**src/rtl/time_set_ctrl_if.sv**
```systemverilog
// Signal bundle between the debounce/tick sources and the mode sequencer.
// slave: the sequencer side; master: the side driving buttons and ticks.
interface time_set_ctrl_if;
  logic       mode_button;
  logic       add_button;
  logic       sub_button;
  logic       pulse_1hz;
  logic       pulse_500ms;
  logic       run_en;
  logic [1:0] field_sel;
  logic       inc_o;
  logic       dec_o;
  logic [7:0] blink_mask;

  modport slave (
    input  mode_button, add_button, sub_button, pulse_1hz, pulse_500ms,
    output run_en, field_sel, inc_o, dec_o, blink_mask
  );

  modport master (
    output mode_button, add_button, sub_button, pulse_1hz, pulse_500ms,
    input  run_en, field_sel, inc_o, dec_o, blink_mask
  );
endinterface

```
**src/rtl/time_set_ctrl.sv**
```systemverilog
// Mode sequencer for the clock: RUN / set-hours / set-minutes / set-seconds,
// add/sub strobes with hold-to-repeat, set-state timeout and digit blinking.
// All outputs are registered; every response appears one cycle after the
// press edge that caused it.
module time_set_ctrl #(
  parameter int unsigned REPEAT_DELAY = 50000000,
  parameter int unsigned REPEAT_RATE  = 10000000,
  parameter int unsigned TIMEOUT_S    = 30
) (
  input  logic           clock,
  input  logic           reset,
  time_set_ctrl_if.slave bus
);

  localparam int unsigned RPT_MAX = (REPEAT_DELAY > REPEAT_RATE) ? REPEAT_DELAY : REPEAT_RATE;
  localparam int unsigned RCW     = $clog2(RPT_MAX + 1);
  localparam int unsigned TCW     = $clog2(TIMEOUT_S + 1);

  localparam logic [RCW-1:0] DELAY_C  = RCW'(REPEAT_DELAY);
  localparam logic [RCW-1:0] RATE_C   = RCW'(REPEAT_RATE);
  localparam logic [TCW-1:0] TMO_LAST = TCW'(TIMEOUT_S - 1);

  typedef enum logic [1:0] {
    RUN    = 2'd0,
    SET_HH = 2'd1,
    SET_MM = 2'd2,
    SET_SS = 2'd3
  } state_t;

  typedef enum logic [1:0] {
    RPT_NONE = 2'd0,
    RPT_ADD  = 2'd1,
    RPT_SUB  = 2'd2
  } rpt_t;

  state_t         state_q, state_d;
  rpt_t           rpt_q, rpt_d;
  logic [RCW-1:0] rpt_cnt_q, rpt_cnt_d, rpt_cnt_nx, rpt_target;
  logic           rpt_first_q, rpt_first_d;
  logic [TCW-1:0] tmo_q, tmo_d;
  logic           tmo_fire;
  logic           phase_q, phase_d;
  logic           mode_h_q, add_h_q, sub_h_q;
  logic           inc_q, inc_d, dec_q, dec_d;
  logic           run_en_q, run_en_d;
  logic [7:0]     mask_q, mask_d;

  logic mode_e, add_e, sub_e, any_edge, in_set, both_held, rpt_hold;

  assign mode_e    = bus.mode_button & ~mode_h_q;
  assign add_e     = bus.add_button  & ~add_h_q;
  assign sub_e     = bus.sub_button  & ~sub_h_q;
  assign any_edge  = mode_e | add_e | sub_e;
  assign in_set    = (state_q != RUN);
  assign both_held = bus.add_button & bus.sub_button;
  assign rpt_hold  = ((rpt_q == RPT_ADD) && bus.add_button) ||
                     ((rpt_q == RPT_SUB) && bus.sub_button);
  assign rpt_target = rpt_first_q ? DELAY_C : RATE_C;

  // Next-state, strobe, repeat, timeout and blink decisions.
  always_comb begin
    state_d     = state_q;
    rpt_d       = RPT_NONE;
    rpt_cnt_d   = '0;
    rpt_first_d = 1'b1;
    rpt_cnt_nx  = rpt_cnt_q + RCW'(1);
    tmo_d       = tmo_q;
    tmo_fire    = 1'b0;
    phase_d     = phase_q;
    inc_d       = 1'b0;
    dec_d       = 1'b0;
    run_en_d    = 1'b1;
    mask_d      = '0;

    // Mode edge beats timeout; an edge of any button also restarts the timeout.
    if (mode_e) begin
      case (state_q)
        RUN:     state_d = SET_HH;
        SET_HH:  state_d = SET_MM;
        SET_MM:  state_d = SET_SS;
        default: state_d = RUN;
      endcase
    end else if (in_set && bus.pulse_1hz && !any_edge && (tmo_q == TMO_LAST)) begin
      tmo_fire = 1'b1;
      state_d  = RUN;
    end

    // Strobes only in set states; a conflict or a field change drops the repeat.
    if (in_set && !mode_e && !tmo_fire && !both_held) begin
      if (add_e) begin
        inc_d = 1'b1;
        rpt_d = RPT_ADD;
      end else if (sub_e) begin
        dec_d = 1'b1;
        rpt_d = RPT_SUB;
      end else if (rpt_hold) begin
        rpt_d = rpt_q;
        if (rpt_cnt_nx == rpt_target) begin
          inc_d       = (rpt_q == RPT_ADD);
          dec_d       = (rpt_q == RPT_SUB);
          rpt_cnt_d   = '0;
          rpt_first_d = 1'b0;
        end else begin
          rpt_cnt_d   = rpt_cnt_nx;
          rpt_first_d = rpt_first_q;
        end
      end
    end

    if (!in_set || (state_d != state_q) || any_edge) begin
      tmo_d = '0;
    end else if (bus.pulse_1hz) begin
      tmo_d = tmo_q + TCW'(1);
    end

    if ((state_d == RUN) || (state_d != state_q) || inc_d || dec_d) begin
      phase_d = 1'b0;
    end else if (bus.pulse_500ms) begin
      phase_d = ~phase_q;
    end

    run_en_d = (state_d == RUN);
    if (phase_d) begin
      case (state_d)
        SET_HH:  mask_d = 8'b0011_0000;
        SET_MM:  mask_d = 8'b0000_1100;
        SET_SS:  mask_d = 8'b0000_0011;
        default: mask_d = '0;
      endcase
    end
  end

  // State, counters, button history and registered outputs.
  always_ff @(posedge clock) begin
    if (reset) begin
      state_q     <= RUN;
      rpt_q       <= RPT_NONE;
      rpt_cnt_q   <= '0;
      rpt_first_q <= 1'b1;
      tmo_q       <= '0;
      phase_q     <= 1'b0;
      mode_h_q    <= 1'b1;
      add_h_q     <= 1'b1;
      sub_h_q     <= 1'b1;
      inc_q       <= 1'b0;
      dec_q       <= 1'b0;
      run_en_q    <= 1'b1;
      mask_q      <= '0;
    end else begin
      state_q     <= state_d;
      rpt_q       <= rpt_d;
      rpt_cnt_q   <= rpt_cnt_d;
      rpt_first_q <= rpt_first_d;
      tmo_q       <= tmo_d;
      phase_q     <= phase_d;
      mode_h_q    <= bus.mode_button;
      add_h_q     <= bus.add_button;
      sub_h_q     <= bus.sub_button;
      inc_q       <= inc_d;
      dec_q       <= dec_d;
      run_en_q    <= run_en_d;
      mask_q      <= mask_d;
    end
  end

  assign bus.run_en     = run_en_q;
  assign bus.field_sel  = state_q;
  assign bus.inc_o      = inc_q;
  assign bus.dec_o      = dec_q;
  assign bus.blink_mask = mask_q;

endmodule

```
**src/flat_wrapper.sv**
```systemverilog
// flat-port wrapper written by rule: the top's interface ports become plain ports
module time_set_ctrl_flat 
#(
  parameter int unsigned REPEAT_DELAY = 50000000,
  parameter int unsigned REPEAT_RATE  = 10000000,
  parameter int unsigned TIMEOUT_S    = 30
)
  (clock, reset, bus_mode_button, bus_add_button, bus_sub_button, bus_pulse_1hz, bus_pulse_500ms, bus_run_en, bus_field_sel, bus_inc_o, bus_dec_o, bus_blink_mask);
  time_set_ctrl_if bus_i ();
  input  logic clock;
  input  logic reset;
  input wire logic [$bits(bus_i.mode_button)-1:0] bus_mode_button;
  input wire logic [$bits(bus_i.add_button)-1:0] bus_add_button;
  input wire logic [$bits(bus_i.sub_button)-1:0] bus_sub_button;
  input wire logic [$bits(bus_i.pulse_1hz)-1:0] bus_pulse_1hz;
  input wire logic [$bits(bus_i.pulse_500ms)-1:0] bus_pulse_500ms;
  output wire logic [$bits(bus_i.run_en)-1:0] bus_run_en;
  output wire logic [$bits(bus_i.field_sel)-1:0] bus_field_sel;
  output wire logic [$bits(bus_i.inc_o)-1:0] bus_inc_o;
  output wire logic [$bits(bus_i.dec_o)-1:0] bus_dec_o;
  output wire logic [$bits(bus_i.blink_mask)-1:0] bus_blink_mask;
  assign bus_i.mode_button = bus_mode_button;
  assign bus_i.add_button = bus_add_button;
  assign bus_i.sub_button = bus_sub_button;
  assign bus_i.pulse_1hz = bus_pulse_1hz;
  assign bus_i.pulse_500ms = bus_pulse_500ms;
  assign bus_run_en = bus_i.run_en;
  assign bus_field_sel = bus_i.field_sel;
  assign bus_inc_o = bus_i.inc_o;
  assign bus_dec_o = bus_i.dec_o;
  assign bus_blink_mask = bus_i.blink_mask;
  time_set_ctrl #(.REPEAT_DELAY(REPEAT_DELAY), .REPEAT_RATE(REPEAT_RATE), .TIMEOUT_S(TIMEOUT_S)) u_core (.clock(clock), .reset(reset), .bus(bus_i));
endmodule
```
**config.mk**
```make
export PLATFORM = sky130hd
export DESIGN_NAME = time_set_ctrl_flat
export DESIGN_NICKNAME = d
export VERILOG_FILES = /design/src/rtl/time_set_ctrl_if.sv /design/src/rtl/time_set_ctrl.sv /design/src/flat_wrapper.sv
export SDC_FILE = /design/constraint.sdc
export NUM_CORES = 1
export LEC_CHECK = 0
export ABC_CLOCK_PERIOD_IN_PS = 3100
export BUFFER_PORTS_ARGS = -buffer_cell sky130_fd_sc_hd__buf_2
export CORE_ASPECT_RATIO = 0.75
export CORE_MARGIN = 10
export CORE_UTILIZATION = 30
export CTS_BUF_LIST = sky130_fd_sc_hd__clkbuf_8
export CTS_CLUSTER_SIZE = 8
export DETAILED_ROUTE_END_ITERATION = 12
export GPL_TIMING_DRIVEN = 0
export PLACE_DENSITY = 0.5
export SYNTH_ARGS = -nofsm -noshare
export SYNTH_HDL_FRONTEND = slang
export SYNTH_SLANG_ARGS = --single-unit
```
**constraint.sdc**
```tcl
create_clock -name clock -period 3.1 [get_ports clock]
set_input_delay 0.62 -clock clock [delete_from_list [all_inputs] [get_ports clock]]
set_output_delay 0.62 -clock clock [all_outputs]
set_load 0.02 [all_outputs]
```
==> metrics <==
CP Class=flip-flop to flip-flop; CTS tree=yes; largest net degree at the start of global routing=14; core area=7810 µm²; Worst Path Arrival=3.12 ns; Crit-path slowest cell=or4_4; Clock Power Share=40.3%; sequential cell area=925 µm²; post-layout min period=2.95 ns; synth warn=0; Setup crit end kind=flip-flop; Die Footprint=11900 µm²; syn avg cell area=8.46 µm²; relative slew slack=58.9%; Leak=about 1 nW; switching pwr=roughly 240 µW; crit-path max cell delay=0.52 ns; largest cells by area after synthesis=dfxtp_1 39%, nor2_1 9.0%, xnor2_1 5.5%; EDFF count, synth=0; dpl ws=-0.275 ns; Sw Ratio=21.8%; total number of vias=1928; drt wl/cell=12.3 µm; R2R Setup Slk=0.15 ns; Detail Route Antenna Nets=0; detailed placement HPWL=3920 µm; Worst-Margin Slew=slightly above 0.6 ns; Die Wd=123 µm; Worst Hold Slack=roughly 0.47 ns; area share of the largest cell type after synthesis=38.8%; Total GRT Usage=a little under a tenth; Tcrit/Tclk final=95.3%; Detailed Route Iter0 Violations=about 110; Comb power frac=4.6%; Mapped Area=2380 µm²; Max-Cap Viols=0; Longest Clk Path Bufs=2; starting density of the core=30.4%; DR DRC count=0; worst min path class=flip-flop to flip-flop; cell row count=28; share of layout cells above drive strength 1=19.9%; synth unique cells=between 40 and 50; final worst slack=~0.15 ns; fraction of registers with async set/reset=0%; maximum vdd ir drop=0.155 mV; clock slew seen by the registers of the worst setup and hold paths=approximately 0.09 ns; Reg power frac=55.1%; Cell Area, Placed=approximately 2600 µm²; Max Freq=around 340 MHz; CTS buffer count=5; crit path cell chain=buf_4, nand4_4, nor4_2, nand3_1, xor2_1, or3b_1, or4_4, a2111oi_4, nor4b_1; RePlAce Congestion=0.787; antenna violations before repair=0; Net count, final=324; global-route wire length before repair=8910 µm; Worst Path Max Fanout=7; Pint=850 µW; max-slew violation count=0; Setup-failing EPs final=0; Setup TNS Final=0 ns; Detailed Route WL=approximately 5100 µm; Clock Tree Root=clkbuf_8; fin area=approximately 2800 µm²; Synth Instances=281; RSZ-0062 raised after global routing=false; Area Growth Syn to Fin=17.4%; drt first pass iters=4; post-DR vias/cell=4.62; Worst EP required=approximately 3.3 ns; total power draw=1.09 mW; PD cells=between 300 and 400 nW/µm²; post-synth top area cell=dfxtp_1; CTS Sinks=46; Setup crit start kind=flip-flop; total gr overflow=0; Worst-Skew Late Latency=0.30 ns; outcome=completed; die height=97.1 µm; Hold Fails Final Rpt=0; ant diodes=0; fill count=between 800 and 900; ys flop type=dfxtp_1; # port buffers=17; clock skew=0.0118 ns; IO Count=20; Hold Buf Count CTS=0; #FFs+latches synth=46; sequential area share after synthesis=38.8%; H-tree depth=2; area occupied by multi-input gates=1390 µm²; vias in the first global route=1851
## layer usage
metal  track usage [%]  wire length (µm)  vias up
met5                 0                 0        -
met3              2.15               190        5
li1                  -                 -     1021
met1              13.9              2910      878
met4              3.25                68        0
met2              11.8              1940       24
## stage by stage
step	std cells	util, %
2_1_floorplan	282	-
3_3_place_gp	404	33.2
3_5_place_dp	404	33.2
4_1_cts	412	34.9
5_1_grt	417	35.7
6_report	417	35.7
## worst max-delay path: cells and delay by family (launching register included)
| family | cells | cell delay, ns |
|---|---|---|
| AND/OR/NAND/NOR | 6 | 1.70 |
| AO/OA/AOI/OAI | 1 | 0.47 |
| flip-flops | 1 | 0.31 |
| XOR/XNOR | 1 | 0.18 |
| buffers and inverters | 1 | 0.15 |
## synthesized netlist by cell type, drive strengths merged, types with 2 or more instances
library cell	instances
or3	2
nor2b	2
or2	3
nor4	4
o211ai	2
xor2	15
xnor2	15
nand2	19
a21oi	6
a211oi	2
nor3	16
nor2	57
ha	6
buf	10
nand4	10
nand2b	3
nand4b	4
a31oi	4
nand3	14
inv	10
o21ai	9
dfxtp	46
mux2	2
and3	4
## kinds of logic (layout without fill, tap and decap cells)
family / Yosys count / in the layout / synth area share, %
fa+ha+maj: 6 / 6 / 3.16
buf+inv: 21 / 51 / 4.69
xor+xnor: 30 / 30 / 11.1
simple gates: 147 / 147 / 33.1
flops: 46 / 46 / 38.8
compound gates: 28 / 28 / 8.16
other cells: 1 / 2 / 0.158
mux: 2 / 2 / 0.948
## registers in the layout (all words and copies together) (netlist names)
signal and cells:
u_core.sub_h_q 1, u_core.rpt_first_q 1, u_core.bus.inc_o 1, u_core.add_h_q 1, u_core.phase_q 1, u_core.rpt_cnt_q 26
u_core.bus.field_sel 2, u_core.mode_h_q 1, u_core.bus.run_en 1, u_core.bus.blink_mask 3, u_core.rpt_q 2, u_core.bus.dec_o 1
u_core.tmo_q 5
## final timing paths
check                      start             endpoint  cells after the start
max          u_core.rpt_cnt_q[8]       u_core.phase_q                      9
max reg2reg  u_core.rpt_cnt_q[8]       u_core.phase_q                      9
min          u_core.rpt_cnt_q[0]  u_core.rpt_cnt_q[0]                      1
min reg2reg  u_core.rpt_cnt_q[0]  u_core.rpt_cnt_q[0]                      1
## power groups by stage
stage          sequential [mW]  clock, mW  combinational [mW]
4_1_cts                  0.599      0.453              0.0502
6_report                 0.598      0.438              0.0499
3_3_place_gp             0.612          0              0.0495
3_5_place_dp             0.613          0              0.0498
2_1_floorplan            0.615          0              0.0313
5_1_grt                  0.600      0.482              0.0562
## area by class of cell
type / instances / share of cell area [%]
multi-input combinational: 215 / 49.9
sequential: 46 / 33.2
tap: 105 / 4.71
timing repair buffer: 22 / 4.40
buffer: 11 / 2.65
clock buffer: 5 / 2.47
clock inverter: 3 / 1.35
inverter: 10 / 1.35
## cells in the final DEF, fill, tap and decap left out, types with 6 or more instances in the layout
cell,synthesis,routed
a21oi_1,6,6
buf_4,8,13
xor2_1,15,15
nor2_1,57,56
inv_1,10,12
o21ai_0,9,9
xnor2_1,15,14
dfxtp_1,46,43
buf_2,2,19
nand3_1,13,13
nor3_1,15,14
nand2_1,19,18
nand4_1,8,8
## what timing repair did
action                     CTS  global route
pin swaps                    1             5
buffers inserted             0             5
setup endpoints to repair   16            16
cloned                       0             0
gates resized for setup      4             8
No activity file was read; power rests on OpenSTA's default activity.
